<file path="config.mk">
export PLATFORM = sky130hd
export DESIGN_NAME = adc733_frame_buf
export DESIGN_NICKNAME = d
export VERILOG_FILES = /design/src/rtl/adc733_frame_buf.sv
export SDC_FILE = /design/constraint.sdc
export NUM_CORES = 1
export LEC_CHECK = 0
export CAP_MARGIN = 20
export CORE_MARGIN = 3
export CORE_UTILIZATION = 31
export DETAILED_ROUTE_END_ITERATION = 8
export PLACE_DENSITY = 0.52
export SLEW_MARGIN = 20
export SYNTH_ARGS = -nofsm -noshare
export SYNTH_HDL_FRONTEND = slang
export SYNTH_SLANG_ARGS = --single-unit
</file>
<file path="constraint.sdc">
create_clock -name clk -period 6.1 [get_ports clk]
set_input_delay 1.22 -clock clk [delete_from_list [all_inputs] [get_ports clk]]
set_output_delay 1.22 -clock clk [all_outputs]
set_load 0.01 [all_outputs]
</file>
<file path="src/rtl/adc733_frame_buf.sv">
// adc733_frame_buf: tags codec words with their channel index and queues them in a first-word-fall-through FIFO with drop accounting.
module adc733_frame_buf #(
    parameter int NUM_CH = 6,
    parameter int DEPTH  = 16,
    localparam int AW    = $clog2(DEPTH),
    localparam int LW    = AW + 1
) (
    input  logic          clk,
    input  logic          rst,
    input  logic [15:0]   s_data,
    input  logic          s_valid,
    input  logic          frame_sync,
    input  logic          enable,
    input  logic          clear,
    output logic [15:0]   m_data,
    output logic [2:0]    m_channel,
    output logic          m_first,
    output logic          m_valid,
    input  logic          m_ready,
    output logic [LW-1:0] level,
    output logic          overflow,
    output logic [7:0]    drop_cnt
);
    logic [2:0]    ch_cnt;
    logic [2:0]    tag;
    logic [LW-1:0] wr_ptr;
    logic [LW-1:0] rd_ptr;
    logic [19:0]   mem [DEPTH];
    logic [19:0]   head;
    logic          full;
    logic          wr_en;
    logic          rd_en;
    logic          drop;

    // a sync arriving with a sample claims that sample as channel 0
    assign tag     = frame_sync ? 3'd0 : ch_cnt;
    assign level   = wr_ptr - rd_ptr;
    assign full    = level == LW'(DEPTH);
    assign m_valid = level != '0;
    assign wr_en   = s_valid && enable && !full;
    assign drop    = s_valid && enable && full;
    assign rd_en   = m_valid && m_ready;
    assign head    = mem[rd_ptr[AW-1:0]];

    // head fields read as zero while empty so the outputs are clean after reset
    assign m_first   = m_valid & head[19];
    assign m_channel = m_valid ? head[18:16] : 3'd0;
    assign m_data    = m_valid ? head[15:0] : 16'd0;

    always_ff @(posedge clk) begin
        if (rst || clear) begin
            ch_cnt   <= 3'd0;
            wr_ptr   <= '0;
            rd_ptr   <= '0;
            overflow <= 1'b0;
            drop_cnt <= 8'd0;
        end else begin
            // the counter tracks every strobe so alignment survives drops and enable=0
            if (s_valid)
                ch_cnt <= (tag == 3'(NUM_CH - 1)) ? 3'd0 : tag + 3'd1;
            else if (frame_sync)
                ch_cnt <= 3'd0;
            if (wr_en)
                wr_ptr <= wr_ptr + LW'(1);
            if (rd_en)
                rd_ptr <= rd_ptr + LW'(1);
            if (drop) begin
                overflow <= 1'b1;
                if (drop_cnt != 8'hFF)
                    drop_cnt <= drop_cnt + 8'd1;
            end
        end
    end

    always_ff @(posedge clk) begin
        if (wr_en && !rst && !clear)
            mem[wr_ptr[AW-1:0]] <= {tag == 3'd0, tag, s_data};
    end
endmodule

</file>
==> results of run 1 <==
layout make-up:
class                           count  area share, %
Inverter                           12          0.279
Clock buffer                       49           6.09
Multi-Input combinational cell    265           20.7
Sequential cell                   346           62.9
Antenna cell                        1         0.0155
Timing Repair Buffer               82           4.78
Tap cell                          585           4.54
Clock inverter                     13          0.691
stage by stage:
step | hold slack (ns) | cells | area, um^2 | power, mW | worst slack (ns)
floorplan | 0.470 | 654 | 13600 | 2.76 | 1.75
global placement | 0.460 | 1290 | 15000 | 2.88 | 1.68
detailed placement | 0.475 | 1290 | 15000 | 2.88 | 1.56
CTS | 0.492 | 1352 | 16100 | 4.93 | 1.00
global route | 0.512 | 1352 | 16100 | 5.05 | 0.832
finish | 0.480 | 1353 | 16100 | 4.87 | 1.07
synth_stat cells, drive strengths merged:
| cell type | instances | area share, % |
|---|---|---|
| nor3b | 1 | 0.055 |
| buf | 8 | 0.29 |
| and3 | 15 | 0.69 |
| a211o | 2 | 0.13 |
| nand4b | 2 | 0.13 |
| a21oi | 22 | 0.81 |
| xor2 | 3 | 0.19 |
| mux2i | 2 | 0.15 |
| and4 | 2 | 0.13 |
| or2 | 1 | 0.046 |
| nand4 | 5 | 0.23 |
| a31oi | 1 | 0.046 |
| nand2 | 11 | 0.30 |
| a211oi | 1 | 0.055 |
| nor2 | 13 | 0.36 |
| inv | 12 | 0.33 |
| o21ai | 14 | 0.52 |
| and2 | 3 | 0.14 |
| mux4 | 100 | 17 |
| dfxtp | 26 | 3.8 |
| and4b | 1 | 0.074 |
| nand3b | 4 | 0.22 |
| edfxtp | 320 | 71 |
| clkbuf | 23 | 0.63 |
| fa | 1 | 0.15 |
| xnor2 | 1 | 0.064 |
| a2111o | 1 | 0.083 |
| o31ai | 1 | 0.055 |
| ha | 10 | 0.92 |
| a2111oi | 1 | 0.11 |
| nor4 | 2 | 0.092 |
| or4 | 1 | 0.055 |
| nor3 | 6 | 0.22 |
| a2bb2oi | 1 | 0.064 |
| nand3 | 5 | 0.18 |
| or3 | 10 | 0.46 |
| nor2b | 22 | 1.0 |
state kept, by name (all words and copies together) (netlist names), named ones only:
register and cells:
ch_cnt 3, drop_cnt 8, mem 320, overflow 1
rd_ptr 5, wr_ptr 5
report_power, final:
group / internal, mW / switching (mW) / leakage [nW]
clock: 1.17 / 0.875 / 0.528
sequential: 2.59 / 0.00668 / 3.08
combinational: 0.111 / 0.116 / 1.24
total: 3.87 / 0.998 / 4.85
how the worst max path moves through the flow:
stage | endpoint | cells past startpoint
5_1_grt | m_data[4] | 10
3_5_place_dp | m_data[3] | 10
3_3_place_gp | m_channel[0] | 10
4_1_cts | m_data[3] | 10
6_report | m_data[3] | 10
2_1_floorplan | mem[11][0] | 9
cells by family (layout without fill, tap and decap cells):
kind of cell	Yosys count	in the layout	synth area share, %
compound gates	44	44	1.87
xor+xnor	4	4	0.258
fa+ha+maj	11	11	1.07
buf+inv	43	156	1.26
flops	346	346	74.5
mux	102	102	16.7
other cells	0	1	0
simple gates	104	104	4.40
critical path, delay by kind of cell (launching register included):
kind	cells	cell delay, ns
AOI/OAI and AO/OA	1	0.61
adders and majority gates	2	0.66
DFF	1	0.39
and+or+nand+nor	3	0.59
buffers and inverters	4	1.01
layer usage:
layer	share of wire, %	wire, um	vias up	track usage (%)
met5	0	0	-	0
met4	1.5	455	0	2.86
met3	4.5	1340	33	2.49
met2	47	14000	133	20.0
met1	47	14100	3495	18.9
li1	-	-	2891	-
==> summary.md, run 1 <==
| Metric | Value |
|---|---|
| Root buf cell | clkbuf_16 |
| Final hold viol count | 0 |
| Max_slew headroom | 31.7% |
| FF-to-FF path depth | 11 |
| Area growth syn-to-layout | 18.5% |
| Avg WL per Cell | 22.1 um |
| Hold path endpoint | overflow |
| Reg-to-reg slack, setup | 2.11 ns |
| DR DRC count | 0 |
| Max Cap Viol | 0 |
| Final Max Tran Viols | 0 |
| Total track usage | 12.9% |
| Critical-path maximum fanout | 19 |
| Worst path slowest cell | a2bb2oi_4 |
| Std cell rows | 76 |
| Global route overflow | 0 |
| DIE HEIGHT | 215 um |
| Worst Skew | 0.0148 ns |
| Hold Path Class | flop to flop |
| Clk pin slew, worst setup/hold paths | around 0.06 ns |
| Most frequent CP cell | inv_1 |
| Status | complete, no violations |
| CP arrival | 3.81 ns |
| Vias | ~6,600 |
| CTS Buf Count | 37 |
| Synth Instances | 654 |
| Initial antenna violation count | 1 |
| Max frequency | approximately 0.2 GHz |
| Crit Reg-Reg Endpoint | mem[12][16] |
| Most common cell after layout, fill and taps aside | edfxtp_1 |
| H-tree levels | 2 |
| Crit Path Class | flop to output port |
| GP Congestion | approximately 0.74 |
| Power per Cell Area | 302 nW/um^2 |
| IO Port Bufs | 57 |
| FF/Latch Area | 10,100 um^2 |
| WHS Path Cells | 2 |
| Final WL | 29,900 um |
| First-pass iteration count of the detailed router | 4 |
| Share of cells above drive strength 1 | a little under a quarter |
| Final setup fails | 0 |
| LEAKAGE | between 4 and 5 nW |
| Final Cycle Share | 82.4% |
| Post-cts resize count | 0 |
| CP Cell Sequence | inv_1, ha_1, inv_1, fa_1, nor3b_1, nand4b_1, a2bb2oi_4, buf_4, nor2b_1, clkdlybuf4s50_1 |
| Global-route wire length before repair | ~44,000 um |
| Unrepaired setup endpoints after global routing | false |
| Post-synth net total | 688 |
| Peak supply drop | 0.184 mV |
| Largest net degree at the start of global routing | between 50 and 60 |
| Synthesis-stage register bit count | 346 |
| Slew of the pin with the lowest slew margin | 1.02 ns |
| Slowest stage delay, CP | 0.61 ns |
| Num Clock Sinks | 346 |
| Most frequent cells in the layout | edfxtp_1 (320), mux4_2 (100), clkdlybuf4s50_1 (57) |
| Fill count | 4,035 |
| HP Start | overflow |
| Vias in the first global route | 6,822 |
| Dpl hpwl | 16,100 um |
| Final core utilization | 37.3% |
| Worst setup SP type | flop |
| Initial DRC Count | 587 |
| Io pins | 58 |
| CP Launch Point | wr_ptr[0] |
| Hold_buf cts | 0 |
| Fin Setup TNS | 0 ns |
| Die area | around 46,000 um^2 |
| WP data required | 4.88 ns |
| Area of the multi-input gates | 3340 um^2 |
| Syn Std Cell Area | roughly 14,000 um^2 |
| CP Capture Type | output port |
| Synth warn | 0 |
| DIE WIDTH | 215 um |
| Via-per-instance ratio | approximately 4.8 |
| Unique masters post-synth | 37 |
| Avg Cell Area, Syn | 20.8 um^2 |
| Post-CTS setup buffer count | 0 |
| Post-route ant nets | 0 |
| Longest Clk Path Bufs | 3 |
| Minimum clock period | 5.03 ns |
| NumNets Final | 778 |
| Initial Utilization | 31.5% |
| CTS tree | built |
| Core area | 43,200 um^2 |
| Sequential area share after synthesis | 74.5% |
| Skew-Pair Late Insertion Delay | 0.53 ns |
| Worst r2r src | wr_ptr[0] |
Power figures use the tool's default switching activity.
==> run 2, diff against run 1 <==
--- a/config.mk
+++ b/config.mk
@@ -9,7 +9,7 @@
 export CORE_MARGIN = 3
 export CORE_UTILIZATION = 31
 export DETAILED_ROUTE_END_ITERATION = 8
-export PLACE_DENSITY = 0.52
+export PLACE_DENSITY = 0.54
 export SLEW_MARGIN = 20
 export SYNTH_ARGS = -nofsm -noshare
 export SYNTH_HDL_FRONTEND = slang
==> constraint.sdc (replaced) <==
create_clock -name clk -period 4.3 [get_ports clk]
set_input_delay 0.86 -clock clk [delete_from_list [all_inputs] [get_ports clk]]
set_output_delay 0.86 -clock clk [all_outputs]
set_load 0.01 [all_outputs]
==> summary.md, run 2 (synthesis results as in run 1) <==
| Metric | Value |
|---|---|
| Std cell rows | 76 |
| Dpl ws | 0.651 ns |
| Final hold viol count | 0 |
| H-tree levels | 2 |
| Minimum clock period | 4.19 ns |
| Hold path endpoint | overflow |
| Hold Path Class | flop to flop |
| Slowest stage delay, CP | 0.57 ns |
| GR peak layer | met2 |
| Initial Utilization | 31.5% |
| Dpl hpwl | ~16,000 um |
| Crit path buffers/inverters | 5 |
| Max_slew headroom | 53.4% |
| HP Start | overflow |
| Vias | 6,699 |
| GR met2 Demand/Resource | 21.2% |
| Crit Path Class | flop to output port |
| Clk pin slew, worst setup/hold paths | 0.06 ns |
| Num Clock Sinks | 346 |
| Area of the multi-input gates | 3350 um^2 |
| Global route overflow | 0 |
| CTS Buf Count | 38 |
| Crit Reg-Reg Endpoint | mem[0][2] |
| Status | complete, no violations |
| Power per Cell Area | 443 nW/um^2 |
| Final WL | 30,900 um |
| Peak supply drop | 0.279 mV |
| CP Cell Sequence | inv_1, ha_1, inv_1, fa_1, xor2_1, nand4b_1, a2bb2oi_4, buf_12, buf_12, nor2b_1, clkdlybuf4s50_1 |
| Longest Clk Path Bufs | 3 |
| Final WS setup | 0.110 ns |
| Skew-Pair Late Insertion Delay | about 0.53 ns |
| Final Max Tran Viols | 0 |
| First-pass iteration count of the detailed router | 5 |
| Total track usage | 13.0% |
| Area growth syn-to-layout | 21.2% |
| Vias in the first global route | 7,058 |
| Worst r2r src | wr_ptr[0] |
| Worst path slowest cell | clkdlybuf4s50_1 |
| WHS Path Cells | 2 |
| Initial DRC Count | 586 |
| GP Congestion | between 0.7 and 0.8 |
| Die area | 46,400 um^2 |
| Most frequent cells in the layout | edfxtp_1 (320), mux4_2 (100), clkdlybuf4s50_1 (57) |
| Routing usage on met3 | ~2.3% |
| Share of cells above drive strength 1 | 26.2% |
| Io pins | 58 |
| Final Cycle Share | 97.4% |
| Met1 Use GR | 18.2% |
| Core area | 43,200 um^2 |
| CP arrival | about 3.3 ns |
| Total power | 7.31 mW |
| Global-route wire length before repair | 45,100 um |
| LEAKAGE | between 5 and 6 nW |
| DR DRC count | 0 |
| Root buf cell | clkbuf_16 |
| CTS tree | built |
| CP Capture Type | output port |
| Crit path max-delay family | buffers and inverters |
| Worst Skew | 0.0155 ns |
| Number of flip-flops in the largest register | between 300 and 400 |
| DIE HEIGHT | 215 um |
| FF/Latch Area | about 10,000 um^2 |
| Worst setup SP type | flop |
| NumNets Final | 790 |
| Max Cap Viol | 0 |
| IO Port Bufs | 57 |
| Max frequency | roughly 0.24 GHz |
| Slew of the pin with the lowest slew margin | 0.698 ns |
| Avg WL per Cell | 22.6 um |
| WP data required | 3.44 ns |
| Post-route ant nets | 0 |
| Fill count | about 4,000 |
| Final core utilization | 38.2% |
| DIE WIDTH | approximately 220 um |
| Largest net degree at the start of global routing | 36 |
| Final setup fails | 0 |
| Reg-to-reg slack, setup | roughly 0.67 ns |
| Critical-path maximum fanout | 8 |
| Most common cell after layout, fill and taps aside | edfxtp_1 |
| Via-per-instance ratio | 4.89 |
| FF-to-FF path depth | 12 |
| Initial antenna violation count | 1 |
## run 2: what timing repair did
action,CTS,global route
hold buffers,0,0
endpoints found under the setup margin,0,21
gates resized for setup,0,3
setup buffers,0,2
## run 2: through the flow
stage	std cells	TNS (ns)	hold WS, ns	instance area [um^2]
finish	1371	0	0.470	16500
global route	1370	-0.0357	0.517	16500
CTS	1366	0	0.476	16400
detailed placement	1297	0	0.469	15100
global placement	1297	0	0.459	15100
floorplan	654	-1.94	0.470	13600
## run 2: power breakdown
part	switching (mW)	internal, mW	total [mW]
Combinational	0.197	0.201	0.398
Sequential	0.00804	3.67	3.68
Clock	1.29	1.93	3.23
Total	1.50	5.81	7.31
## run 2: worst reg2reg max path: stages, from the launching register on
cell and delay (ns):
dfxtp_2 0.34, inv_1 0.12, ha_1 0.19, inv_1 0.05, fa_1 0.40, xor2_1 0.34
nand4b_1 0.23, buf_4 0.16, a211oi_1 0.13, buf_4 0.23, nor2_1 0.41, and3_1 0.24
buf_4 0.40
## run 2: worst max path at each step
| stage | from | to | slack [ns] | depth (start not counted) |
|---|---|---|---|---|
| after floorplan | wr_ptr[0] | mem[11][0] | -0.05 | 9 |
| after global placement | wr_ptr[0] | m_channel[1] | 0.73 | 10 |
| after detailed placement | wr_ptr[0] | m_channel[1] | 0.65 | 10 |
| after CTS | wr_ptr[0] | m_channel[1] | 0.05 | 10 |
| after global routing | wr_ptr[0] | m_channel[1] | -0.02 | 11 |
| final | wr_ptr[0] | m_channel[1] | 0.11 | 11 |
## run 2: final cells by class
type | instances | area share [%]
inverter | 12 | 0.273
multi-input combinational | 265 | 20.3
antenna | 1 | 0.0152
tap | 585 | 4.44
clock inverter | 25 | 1.63
clock buffer | 44 | 5.90
sequential | 346 | 61.5
timing repair buffer | 93 | 5.92
## run 2: metal layers
metal,share of wire (%),vias to the layer above
met4,1.7,0
met2,48,164
met1,45,3564
met5,0,-
met3,4.7,38
li1,-,2933
==> run 3, diff against run 2 <==
--- a/config.mk
+++ b/config.mk
@@ -9,7 +9,7 @@
 export CORE_MARGIN = 3
 export CORE_UTILIZATION = 31
 export DETAILED_ROUTE_END_ITERATION = 8
-export PLACE_DENSITY = 0.54
+export PLACE_DENSITY = 0.53
 export SLEW_MARGIN = 20
 export SYNTH_ARGS = -nofsm -noshare
 export SYNTH_HDL_FRONTEND = slang
==> constraint.sdc (replaced) <==
create_clock -name clk -period 4.8 [get_ports clk]
set_input_delay 0.96 -clock clk [delete_from_list [all_inputs] [get_ports clk]]
set_output_delay 0.96 -clock clk [all_outputs]
set_load 0.01 [all_outputs]
==> summary.md, run 3 (synthesis results as in run 1) <==
| Metric | Value |
|---|---|
| Final setup fails | 0 |
| CP Cell Sequence | inv_1, ha_1, inv_1, fa_1, nor3b_1, nand4b_1, a2bb2oi_4, buf_4, nor2b_1, clkdlybuf4s50_1 |
| Slowest stage delay, CP | 0.52 ns |
| NumNets Final | 786 |
| Worst path slowest cell | clkdlybuf4s50_1 |
| Die area | 46,400 um^2 |
| Critical-path maximum fanout | 17 |
| Post-route ant nets | 0 |
| Num Clock Sinks | 346 |
| Skew-Pair Late Insertion Delay | 0.54 ns |
| Largest net degree at the start of global routing | between 40 and 50 |
| Slew of the pin with the lowest slew margin | 0.961 ns |
| Final Cycle Share | 90.7% |
| DIE WIDTH | 215 um |
| Max Cap Viol | 0 |
| Final Max Tran Viols | 0 |
| Io pins | 58 |
| Worst r2r src | wr_ptr[0] |
| Most frequent CP cell | inv_1 |
| Vias in the first global route | 6,901 |
| Fin Setup TNS | 0 ns |
| Clk pin slew, worst setup/hold paths | 0.06 ns |
| Unrepaired setup endpoints after global routing | false |
| CP arrival | 3.39 ns |
| Sequential power share | 51.5% |
| Power per Cell Area | between 300 and 400 nW/um^2 |
| Ant. Diodes | 0 |
| H-tree levels | 2 |
| CTS Buf Count | 38 |
| Post-cts resize count | 0 |
| Initial DRC Count | 619 |
| Initial antenna violation count | 0 |
| Minimum clock period | 4.35 ns |
| Dpl hpwl | around 16,000 um |
| DR DRC count | 0 |
| Final hold viol count | 0 |
| Initial Utilization | 31.5% |
| GP Congestion | 0.727 |
| Vias | between 6,000 and 7,000 |
| Longest Clk Path Bufs | 3 |
| Worst setup SP type | flop |
| IO Port Bufs | 57 |
| WP data required | 3.84 ns |
| Worst Skew | 0.0128 ns |
| Root buf cell | clkbuf_16 |
| Avg WL per Cell | 21.5 um |
| Crit Path Class | flop to output port |
| Peak supply drop | ~0.18 mV |
| Max frequency | 0.230 GHz |
| Reg-to-reg slack, setup | 1.02 ns |
| LEAKAGE | 4.96 nW |
| Most frequent cells in the layout | edfxtp_1 (320), mux4_2 (100), clkdlybuf4s50_1 (57) |
| DIE HEIGHT | 215 um |
| Pint | a little over 5 mW |
| Share of cells above drive strength 1 | 24.8% |
| Non-Filler Instances | 1,367 |
| Area growth syn-to-layout | 19.9% |
| Switching power | 1.32 mW |
| CP Capture Type | output port |
| Combinational power share | 4.6% |
| HP Start | overflow |
| Global route overflow | 0 |
| Status | complete, no violations |
| Total track usage | roughly an eighth |
| Hold path endpoint | overflow |
| Most common cell after layout, fill and taps aside | edfxtp_1 |
| CTS tree | built |
| FF-to-FF path depth | 11 |
| Number of flip-flops in the largest register | 320 |
| Post-CTS setup buffer count | 0 |
| Core area | 43,200 um^2 |
| Final WL | 29,300 um |
| Global-route wire length before repair | 45,000 um |
| Via-per-instance ratio | between 4 and 5 |
| Clk pwr share | 44.0% |
| Placed Instances | about 1,300 |
| First-pass iteration count of the detailed router | 4 |
| Max_slew headroom | 35.9% |
| Hold_buf cts | 0 |
| WHS Path Cells | 2 |
| Crit Reg-Reg Endpoint | mem[14][6] |
| Sw frac | 20.5% |
| Hold Path Class | flop to flop |
| Std cell rows | 76 |
| Fill count | 4,011 |
## run 3: cell types whose count changed in the layout (fill, tap and decap cells not counted), sizes merged
| cell | change |
|---|---|
| inv | -1 |
| bufinv | -2 |
| diode | -1 |
| buf | -2 |
| clkinv | +4 |
| clkbuf | -2 |
## run 3: worst max path at each step
stage | startpoint | endpoint | slack [ns] | cells after the start
finish | wr_ptr[0] | m_first | 0.45 | 10
floorplan | wr_ptr[0] | mem[11][0] | 0.45 | 9
global placement | wr_ptr[0] | m_first | 0.97 | 10
detailed placement | wr_ptr[0] | m_first | 0.92 | 10
global route | wr_ptr[0] | m_first | 0.19 | 10
CTS | wr_ptr[0] | m_first | 0.34 | 10
## run 3: layout make-up
class | count | area, um^2 | area share [%]
multi-input cells | 265 | 3330 | 20.4
inverters | 12 | 45.0 | 0.276
clock buffers | 44 | 995 | 6.10
flip-flops and latches | 346 | 10100 | 62.2
well taps | 585 | 732 | 4.49
clock inverters | 26 | 230 | 1.41
repair buffers | 89 | 836 | 5.12
## run 3: power by group through the flow
stage               logic, mW  clock network [mW]  registers [mW]
floorplan               0.146                   0            3.36
global route            0.322                3.04            3.30
CTS                     0.304                2.91            3.30
finish                  0.293                2.82            3.30
global placement        0.300                   0            3.36
detailed placement      0.303                   0            3.36
## run 3: worst max-delay path, delay by kind of cell, from the launching register on
| family | cells | cell delay (ns) |
|---|---|---|
| buffers and inverters | 4 | 0.96 |
| AOI/OAI and AO/OA | 1 | 0.22 |
| and+or+nand+nor | 3 | 0.61 |
| adders and majority gates | 2 | 0.67 |
| DFF | 1 | 0.39 |
## run 3: stage by stage
stage	util, %	cell area (um^2)	worst slack (ns)	hold WS (ns)	total power, mW
after floorplan	-	13600	0.451	0.470	3.50
after global placement	34.9	15100	0.972	0.456	3.66
after detailed placement	34.9	15100	0.919	0.468	3.67
after CTS	37.8	16300	0.338	0.486	6.51
after global routing	37.8	16300	0.188	0.525	6.67
final	37.8	16300	0.447	0.474	6.41
## run 3: routing by layer
metal,up-vias,GRT usage (%),wire length [um]
li1,2922,-,-
met1,3515,17.7,13000
met2,128,21.4,14600
met3,33,2.49,1300
met4,0,2.95,429
met5,-,0,0
